## src/rtl/serial_flit_tx.sv

```systemverilog
// Serial flit transmitter: buffers parallel flits in a small FIFO and frames each one
// as a start '1', DATA_W data bits LSB-first and a pad '0', followed by an idle gap.
module serial_flit_tx #(
  parameter int DATA_W  = 8,
  parameter int DEPTH   = 2,
  parameter int GAP_CYC = 3
) (
  input  logic              clk,
  input  logic              reset,
  input  logic              in_valid,
  output logic              in_ready,
  input  logic [DATA_W-1:0] in_data,
  input  logic              channel_busy,
  output logic              serial_out,
  output logic              tx_busy
);

  localparam int PW = (DEPTH > 1) ? $clog2(DEPTH) : 1;
  localparam int CW = $clog2(DEPTH) + 1;
  localparam int BW = $clog2(DATA_W + 1);
  localparam int GW = $clog2(GAP_CYC + 1);

  typedef enum logic [2:0] {IDLE, START, DATA, PAD, GAP} state_t;

  state_t            state;
  logic [DATA_W-1:0] mem [DEPTH];
  logic [PW-1:0]     wr_ptr;
  logic [PW-1:0]     rd_ptr;
  logic [CW-1:0]     count;
  logic [DATA_W-1:0] shift;
  logic [BW-1:0]     bit_cnt;
  logic [GW-1:0]     gap_cnt;
  logic              busy_meta;
  logic              busy_s;
  logic              push;
  logic              gap_last;
  logic              load;

  assign in_ready = (count != CW'(DEPTH));
  assign push     = in_valid && in_ready;
  assign gap_last = (state == GAP) && (gap_cnt == GW'(GAP_CYC - 1));
  // The final gap cycle can launch the next flit directly, so back-to-back frames
  // are separated by exactly GAP_CYC zeros.
  assign load     = (count != '0) && !busy_s && ((state == IDLE) || gap_last);

  always_ff @(posedge clk) begin
    if (push) mem[wr_ptr] <= in_data;
  end

  always_ff @(posedge clk or posedge reset) begin
    if (reset) begin
      wr_ptr <= '0;
      rd_ptr <= '0;
      count  <= '0;
    end else begin
      if (push) wr_ptr <= wr_ptr + PW'(1);
      if (load) rd_ptr <= rd_ptr + PW'(1);
      count <= count + CW'(push) - CW'(load);
    end
  end

  always_ff @(posedge clk or posedge reset) begin
    if (reset) begin
      busy_meta <= 1'b0;
      busy_s    <= 1'b0;
    end else begin
      busy_meta <= channel_busy;
      busy_s    <= busy_meta;
    end
  end

  always_ff @(posedge clk or posedge reset) begin
    if (reset) begin
      state      <= IDLE;
      serial_out <= 1'b0;
      tx_busy    <= 1'b0;
      shift      <= '0;
      bit_cnt    <= '0;
      gap_cnt    <= '0;
    end else if (load) begin
      state      <= START;
      serial_out <= 1'b1;
      tx_busy    <= 1'b1;
      shift      <= mem[rd_ptr];
      bit_cnt    <= '0;
    end else begin
      case (state)
        IDLE: begin
          serial_out <= 1'b0;
          tx_busy    <= 1'b0;
        end
        START: begin
          state      <= DATA;
          serial_out <= shift[0];
          shift      <= shift >> 1;
        end
        DATA: begin
          if (bit_cnt == BW'(DATA_W - 1)) begin
            state      <= PAD;
            serial_out <= 1'b0;
          end else begin
            bit_cnt    <= bit_cnt + BW'(1);
            serial_out <= shift[0];
            shift      <= shift >> 1;
          end
        end
        PAD: begin
          state      <= GAP;
          serial_out <= 1'b0;
          gap_cnt    <= '0;
        end
        GAP: begin
          serial_out <= 1'b0;
          if (gap_last) begin
            state   <= IDLE;
            tx_busy <= 1'b0;
          end else begin
            gap_cnt <= gap_cnt + GW'(1);
          end
        end
        default: begin
          state      <= IDLE;
          serial_out <= 1'b0;
          tx_busy    <= 1'b0;
        end
      endcase
    end
  end

endmodule

```

## config.mk

```make
export PLATFORM = sky130hd
export DESIGN_NAME = serial_flit_tx
export DESIGN_NICKNAME = d
export VERILOG_FILES = /design/src/rtl/serial_flit_tx.sv
export SDC_FILE = /design/constraint.sdc
export NUM_CORES = 1
export LEC_CHECK = 0
export CAP_MARGIN = 15
export CORE_AREA = 2 2 88 90
export DETAILED_ROUTE_END_ITERATION = 12
export DIE_AREA = 0 0 90 92
export PLACE_DENSITY_LB_ADDON = 0.2
export SETUP_SLACK_MARGIN = 0.3
export SYNTH_ARGS = -nofsm -noshare
export SYNTH_HDL_FRONTEND = slang
export SYNTH_SLANG_ARGS = --single-unit
```

## constraint.sdc

```tcl
create_clock -name clk -period 2.5 [get_ports clk]
set_input_delay 0.5 -clock clk [delete_from_list [all_inputs] [get_ports clk]]
set_output_delay 0.5 -clock clk [all_outputs]
set_load 0.05 [all_outputs]
```

==> results.txt, run 1 <==
power share of the clock group: 22.7%
Top Family by Delay on Critical Path: multiplexers
Sw Share: 33.3%
share of layout cells above drive strength 1: 21.9%
final wirelength: 3080 um
worst hold path type: reg2reg
Logic pwr share: 36.1%
Max clock buf depth: 2
CP arrival: 2200 ps
slowest stage delay, CP: 420 ps
fin area: 2210 um2
clk_lat worst skew: 290 ps
fmax: 495 MHz
Top Usage Layer GRT: met2
switching pwr: 916 uW
initial antenna violation count: 0
Seq pwr share: 41.2%
number of fillers in the final layout: 786
drt initial violations: 29
syn avg cell area: 14.0 um2
clk slew on worst S/H paths: 80 ps
Die Y: 92 um
gr usage total: 8.28%
Buffers on Ports: 14
drt drc: 0
Post-synth EDFFs: 16
CTS tree: built
first-pass GRT wire length: 5290 um
Fin Setup TNS: 0 ps
max-cap viol count: 0
most used cell, CP: mux2_2
P_leak: 0.880 nW
hold path start: busy_meta$_DFF_PP0_
final non-filler cell total: 253
Seq/Total Area, Yosys: 61.6%
fin. max-slew vios: 0
Synth Flop Type: dfrtp_1
post-layout min period: 2020 ps
pin count of the biggest net entering global routing: 26
synthesized area: 1800 um2
Critical Path RT: 2680 ps
Crit Path Max Fanout: 7
post-synth net total: 144
H-tree levels: 2
core area: 7450 um2
GR Overflow Total: 0
Setup CP Type: reg2reg
Worst Clk Skew: 3.42 ps
Power Density: 1250 nW/um2
via count: 1038
Ys Warns: 0
Final Hold Vio Count: 0
placed instance area: 2060 um2
routed vias/inst: 4.10
Slowest-stage cell, CP: dfrtp_1
met2 GRT Util: 13.1%
critical path, cell by cell: inv_1 -> ha_1 -> and2b_1 -> nor4_4 -> buf_6 -> mux2_2 -> mux2_2
RePlAce Congestion: 0.680
DP Worst Slack: 386 ps
cell internal pwr: 1.84 mW
vias in the first global route: 1090
synth-to-layout area growth: 22.9%
Critical Path Source: gap_cnt[0]$_DFFE_PP0P_
WHS: 357 ps
detailed-route wire length per cell: 12.2 um
asr flop ratio synth: 61.0%
Top-Level Pins: 15
final setup fails: 0
DP HPWL: 2150 um
status: completed
post-route ant nets: 0
WP buf/inv: 2
FP Rows: 32
die width: 90 um
RSZ-0062 raised after global routing: no
Slew headroom: 66.9%
grt met3 use: 2.96%
Final Util: 29.7%
routing usage on met1: 9.85%
placed cells: 243
Seq cells post-synth: 41
Worst Slack Setup Final: 478 ps
commonest non-fill, non-tap cell in the layout: dfrtp_1
CP startpoint kind: register
IR drop worst, VDD: 0.398 mV
cells after synthesis: 128
Pre-antenna DRT Iters: 2
Netlist cell types: 34
clk sinks: 41
total CTS buffers: 5
fin crit share: 80.9%
worst slew pin tran: 495 ps
die area: 8280 um2
startpoint of the worst register-to-register path: gap_cnt[0]$_DFFE_PP0P_
critical path endpoint category: register
clock root cell: clkbuf_8
commonest non-fill, non-tap cells in the layout: 25 x dfrtp_1, 16 x edfxtp_1, 15 x mux2_2
Final #Nets: 166
number of antenna diodes: 0
Power Total: 2.75 mW
initial core utilization: 24.1%
[layer usage]
layer	vias to the layer above	part of all wire, %
met2	13	50
li1	502	-
met1	521	46
met4	0	1.2
met3	2	2.7
met5	-	0
[final timing paths]
kind | to | slack, ps | cells past startpoint
max | shift[4]$_DFFE_PP0P_ | 480 | 7
min | busy_s$_DFF_PP0_ | 360 | 0
max reg2reg | shift[4]$_DFFE_PP0P_ | 480 | 7
min reg2reg | busy_s$_DFF_PP0_ | 360 | 0
max in group asynchronous | bit_cnt[2]$_DFFE_PP0P_ | 1680 | 3
min in group asynchronous | bit_cnt[3]$_DFFE_PP0P_ | 560 | 3
[power groups by stage]
stage	Combinational (mW)	Sequential [mW]	Clock (mW)
2_1_floorplan	0.827	1.09	0
3_3_place_gp	0.967	1.14	0
3_5_place_dp	0.999	1.15	0
4_1_cts	0.997	1.14	0.647
5_1_grt	1.10	1.17	0.680
6_report	0.993	1.13	0.624
[cells by family after synthesis]
family	synth area share (%)
and+or+nand+nor	8.64
adders and majority gates	2.79
buffers and inverters	3.34
xor gates and xnor gates	2.44
DFF	61.6
AOI/OAI and AO/OA	7.38
muxes	13.9
[final cells by class]
type	instances	area [um2]	share of cell area, %
Multi-Input combinational cell	75	631	28.6
Clock inverter	3	65.1	2.95
Inverter	8	30.0	1.36
Clock buffer	5	68.8	3.12
Sequential cell	41	1110	50.1
Timing Repair Buffer	19	180	8.16
Tap cell	102	128	5.78
[worst register-to-register path, cell delays in order (launching register included)]
cell	delay, ps
dfrtp_1	420
inv_1	70
ha_1	200
and2b_1	250
nor4_4	210
buf_6	180
mux2_2	340
mux2_2	250
[cells in the mapped netlist (3+ instances only)]
master | n | area share [%]
nor2_1 | 9 | 1.9
mux2i_1 | 8 | 4.5
nand2_1 | 6 | 1.3
xnor2_1 | 4 | 1.9
inv_1 | 8 | 1.7
dfrtp_1 | 25 | 35
edfxtp_1 | 16 | 27
mux2_2 | 15 | 9.4
ha_1 | 4 | 2.8
a21oi_1 | 3 | 0.84
[flip-flops by register name, indices dropped and copies added, names as in the netlist]
name	cells
bit_cnt	4
busy_meta	1
busy_s	1
count	2
gap_cnt	2
mem	16
rd_ptr	1
serial_out	1
shift	8
state	3
tx_busy	1
wr_ptr	1
[timing repair]
item / 4_1_cts / 5_1_grt
setup endpoints to repair: 1 / 3
resized for setup: 1 / 1
hold buffers: 0 / 0
buffers inserted: 0 / 2
Power figures use the tool's default switching activity.
==> run 2, diff against run 1 <==
- clock period: 2.5 -> 2.1 ns (I/O delays scaled with it)
==> run 2 against run 1 <==
  * Non-clock buffer count is 13 higher
  * Maximum frequency rose by 5.2%
  * Global-route usage up 0.56 points
  * Highest routed layer unchanged
  * Combinational power increased by 54%
  * Setup slack worse by 300 ps
  * Clock power about the same
  * Critical path depth is 3 higher
  * Critical endpoint is now count[1]$_DFF_PP0_
  * Cell area up 6.2%
  * Sequential share of layout area decreased by 2.9 points
  * Sequential power up 19%
  * Power grew 27%
  * Clock-buffer cell count rose by 1
==> results.txt, run 2 (synthesized netlist as in run 1, its figures left out) <==
max FFs per register: 16
max-cap viol count: 0
CP arrival: 2140 ps
post-layout min period: 1920 ps
CP startpoint kind: register
CTS tree: built
final setup fails: 0
R2R Setup Slk: 180 ps
FP Rows: 32
number of antenna diodes: 0
Slew headroom: 67.4%
fin crit share: 91.5%
Top-Level Pins: 15
RSZ-0062 raised after global routing: yes
DP HPWL: 2190 um
Power Density: 1490 nW/um2
fin. max-slew vios: 0
status: completed
Crit Path Max Fanout: 7
detailed-route wire length per cell: 12.9 um
routed vias/inst: 4.17
Critical Path RT: 2320 ps
worst slew pin tran: 492 ps
die area: 8280 um2
Top Family by Delay on Critical Path: adder cells
final non-filler cell total: 267
core area: 7450 um2
die width: 90 um
fmax: 520 MHz
vias in the first global route: 1177
share of layout cells above drive strength 1: 32.7%
Slowest-stage cell, CP: dfrtp_1
pin count of the biggest net entering global routing: 26
RePlAce Congestion: 0.657
slowest stage delay, CP: 390 ps
Buffers on Ports: 14
clk slew on worst S/H paths: 80 ps
drt initial violations: 41
Regs by FF count: mem: 16 flops, shift: 8 flops, bit_cnt: 4 flops
critical path, cell by cell: inv_1 -> ha_2 -> and2b_2 -> nor4_4 -> buf_6 -> ha_4 -> inv_4 -> ha_4 -> xnor2_1 -> xnor2_1
Final Hold Vio Count: 0
H-tree levels: 2
commonest non-fill, non-tap cells in the layout: 24 x dfrtp_1, 16 x edfxtp_1, 16 x buf_4
gr usage total: 8.84%
P_leak: 0.948 nW
total CTS buffers: 5
Top reg by flops: mem
Worst Clk Skew: 3.02 ps
clk_lat worst skew: 290 ps
initial core utilization: 24.1%
Pre-antenna DRT Iters: 4
Die Y: 92 um
GR Overflow Total: 0
post-route ant nets: 0
Max clock buf depth: 2
placed cells: 244
IR drop worst, VDD: 0.528 mV
Final Util: 31.5%
initial antenna violation count: 0
worst hold path type: reg2reg
clock root cell: clkbuf_8
Fin Setup TNS: 0 ps
synth-to-layout area growth: 30.5%
drt drc: 0
Setup CP Type: reg2reg
critical path endpoint category: register
clk sinks: 41
commonest non-fill, non-tap cell in the layout: dfrtp_1
WP buf/inv: 3
final wirelength: 3440 um
first-pass GRT wire length: 5670 um
Final #Nets: 180
via count: 1114
[run 2: what timing repair did]
item | in CTS | in global routing
setup endpoints to repair | 8 | 10
gates cloned | 0 | 1
pin swaps | 0 | 1
buffers inserted | 7 | 7
hold buffers | 0 | 0
resized for setup | 4 | 8
[run 2: cell type report]
type	instances	area (um2)
multi-input cells	76	689
inverters	8	32.5
repair buffers	32	282
well taps	102	128
flip-flops and latches	41	1110
fillers	779	5100
clock buffers	6	72.6
clock inverters	2	33.8
[run 2: final timing paths]
kind | startpoint | to | cells past startpoint
max in group asynchronous | reset | state[1]$_DFFE_PP0P_ | 3
worst max register to register | gap_cnt[0]$_DFFE_PP0P_ | count[1]$_DFF_PP0_ | 10
worst min register to register | busy_meta$_DFF_PP0_ | busy_s$_DFF_PP0_ | 0
worst min-delay path | busy_meta$_DFF_PP0_ | busy_s$_DFF_PP0_ | 0
worst max-delay path | gap_cnt[0]$_DFFE_PP0P_ | count[1]$_DFF_PP0_ | 10
min in group asynchronous | reset | tx_busy$_DFFE_PP0P_ | 3
[run 2: metal layers]
| layer | GRT usage, % | part of all wire, % | up-vias |
|---|---|---|---|
| li1 | - | - | 530 |
| met5 | 0 | 0 | - |
| met2 | 14.3 | 50 | 20 |
| met1 | 10.4 | 43 | 554 |
| met4 | 5.38 | 3.3 | 0 |
| met3 | 2.55 | 3.2 | 10 |
[run 2: worst reg2reg max path, stage by stage (launching register included)]
cell and delay (ps):
dfrtp_1 390, inv_1 60, ha_2 170, and2b_2 240, nor4_4 170, buf_6 180
ha_4 210, inv_4 50, ha_4 110, xnor2_1 120, xnor2_1 140
[run 2: power breakdown]
part	switching (mW)	total, mW	internal (mW)	leakage [nW]
logic	0.732	1.53	0.800	0.432
clock network	0.272	0.623	0.351	0.0528
registers	0.215	1.34	1.12	0.463
[run 2: per-stage QoR]
step	hold slack [ps]	setup slack (ps)	cell area [um2]	total power [mW]
CTS	356	165	2260	3.34
global placement	335	106	2090	2.56
detailed placement	338	58.2	2090	2.63
finish	354	177	2340	3.49
global route	377	87.1	2340	3.76
floorplan	331	89.0	1830	2.32
==> run 3, diff against run 2 <==
- clock period: 2.1 -> 1.9 ns (I/O delays scaled with it)
==> run 3 against run 2 <==
  * Cell area grew 2.6%
  * Clock-buffer cell count shrank 1
  * Die area is the same
  * Sequential share of layout area shrank 1.3 points
  * Non-clock buffer count grew 5
  * Sequential cell count is the same
  * Maximum frequency grew 2.7%
  * Critical path type unchanged
  * Critical endpoint unchanged
==> results.txt, run 3 (synthesized netlist as in run 1, its figures left out) <==
Power Total: 3.93 mW
Final #Nets: 184
Worst Clk Skew: 7.18 ps
Buffers on Ports: 14
clk slew on worst S/H paths: 70 ps
share of layout cells above drive strength 1: 36.7%
Top Family by Delay on Critical Path: adder cells
die width: 90 um
vias in the first global route: 1166
Final Hold Vio Count: 0
Pre-antenna DRT Iters: 3
critical path endpoint category: register
status: completed
CP startpoint kind: register
core area: 7450 um2
Critical Path RT: 2110 ps
most used cell, CP: ha_4
final setup fails: 0
Crit Path Max Fanout: 6
slowest stage delay, CP: 390 ps
worst slew pin tran: 488 ps
Top-Level Pins: 15
number of antenna diodes: 0
first-pass GRT wire length: 5560 um
max FFs per register: 16
initial antenna violation count: 0
total CTS buffers: 5
worst hold path type: reg2reg
Regs by FF count: mem: 16 flops, shift: 8 flops, bit_cnt: 4 flops
fmax: 534 MHz
Slowest-stage cell, CP: dfrtp_1
fin crit share: 98.5%
CTS tree: built
initial core utilization: 24.1%
DP HPWL: 2250 um
via count: 1111
routed vias/inst: 4.10
drt initial violations: 24
drt drc: 0
fin. max-slew vios: 0
commonest non-fill, non-tap cells in the layout: 25 x dfrtp_1, 18 x buf_4, 16 x edfxtp_1
Slew headroom: 67.6%
placed instance area: 2160 um2
IR drop worst, VDD: 0.469 mV
post-route ant nets: 0
post-layout min period: 1870 ps
clk sinks: 41
Fin Setup TNS: 0 ps
die area: 8280 um2
RSZ-0062 raised after global routing: yes
final wirelength: 3270 um
Setup CP Type: reg2reg
max-cap viol count: 0
pin count of the biggest net entering global routing: 26
detailed-route wire length per cell: 12.0 um
H-tree levels: 2
RePlAce Congestion: 0.662
CP arrival: 2080 ps
P_leak: 0.981 nW
clock root cell: clkbuf_8
Power Density: 1630 nW/um2
Top reg by flops: mem
critical path, cell by cell: inv_1 -> ha_2 -> and2b_2 -> nor4_4 -> buf_6 -> ha_4 -> inv_2 -> ha_4 -> xnor2_2 -> xnor2_1
WP buf/inv: 3
fin area: 2410 um2
clk_lat worst skew: 290 ps
synth-to-layout area growth: 33.9%
Die Y: 92 um
GR Overflow Total: 0
commonest non-fill, non-tap cell in the layout: dfrtp_1
gr usage total: 8.50%
FP Rows: 32
WHS: 351 ps
Max clock buf depth: 2
-- run 3: cell type report --
class,instances,area (um2)
fill,776,5040
sequential,41,1110
multi-input combinational,75,691
timing repair buffer,37,342
tap,102,128
clock buffer,5,68.8
clock inverter,3,41.3
inverter,8,30.0
-- run 3: through the flow --
| step | utilization, % | cells | worst slack, ps |
|---|---|---|---|
| after floorplan | - | 128 | -111 |
| after global placement | 29.0 | 251 | 31.6 |
| after detailed placement | 29.0 | 251 | 6.25 |
| after CTS | 31.8 | 269 | 48.7 |
| after global routing | 32.3 | 271 | -77.6 |
| final | 32.3 | 271 | 28.0 |
-- run 3: routing by layer --
metal  global-route usage (%)  share of wire, %  vias up  wire (um)
met4                     4.23               2.0        0         66
met5                        0                 0        -          0
met1                     10.7                46      553       1490
met3                     2.22               2.9        7         96
met2                     13.6                49       14       1610
li1                         -                 -      537          -
-- run 3: where the power goes --
group | total (mW) | switching (mW) | internal (mW)
registers | 1.43 | 0.196 | 1.24
logic | 1.81 | 0.828 | 0.983
clock network | 0.690 | 0.303 | 0.387
-- run 3: worst register-to-register path: stages (launching register included) --
cell	delay, ps
dfrtp_1	390
inv_1	60
ha_2	170
and2b_2	240
nor4_4	140
buf_6	170
ha_4	200
inv_2	60
ha_4	130
xnor2_2	110
xnor2_1	130
-- run 3: what timing repair did --
item / 4_1_cts / 5_1_grt
setup endpoints to repair: 14 / 17
resized for setup: 8 / 5
buffers inserted: 10 / 2
pin swaps: 3 / 0
hold buffers: 0 / 0
-- run 3: path summary, 6_finish.rpt --
kind,start,slack (ps),endpoint,depth (start not counted)
max,gap_cnt[0]$_DFFE_PP0P_,30,count[1]$_DFF_PP0_,10
min,busy_meta$_DFF_PP0_,350,busy_s$_DFF_PP0_,0
max reg2reg,gap_cnt[0]$_DFFE_PP0P_,30,count[1]$_DFF_PP0_,10
min reg2reg,busy_meta$_DFF_PP0_,350,busy_s$_DFF_PP0_,0
max in group asynchronous,reset,1200,count[0]$_DFF_PP0_,3
min in group asynchronous,reset,440,bit_cnt[3]$_DFFE_PP0P_,3
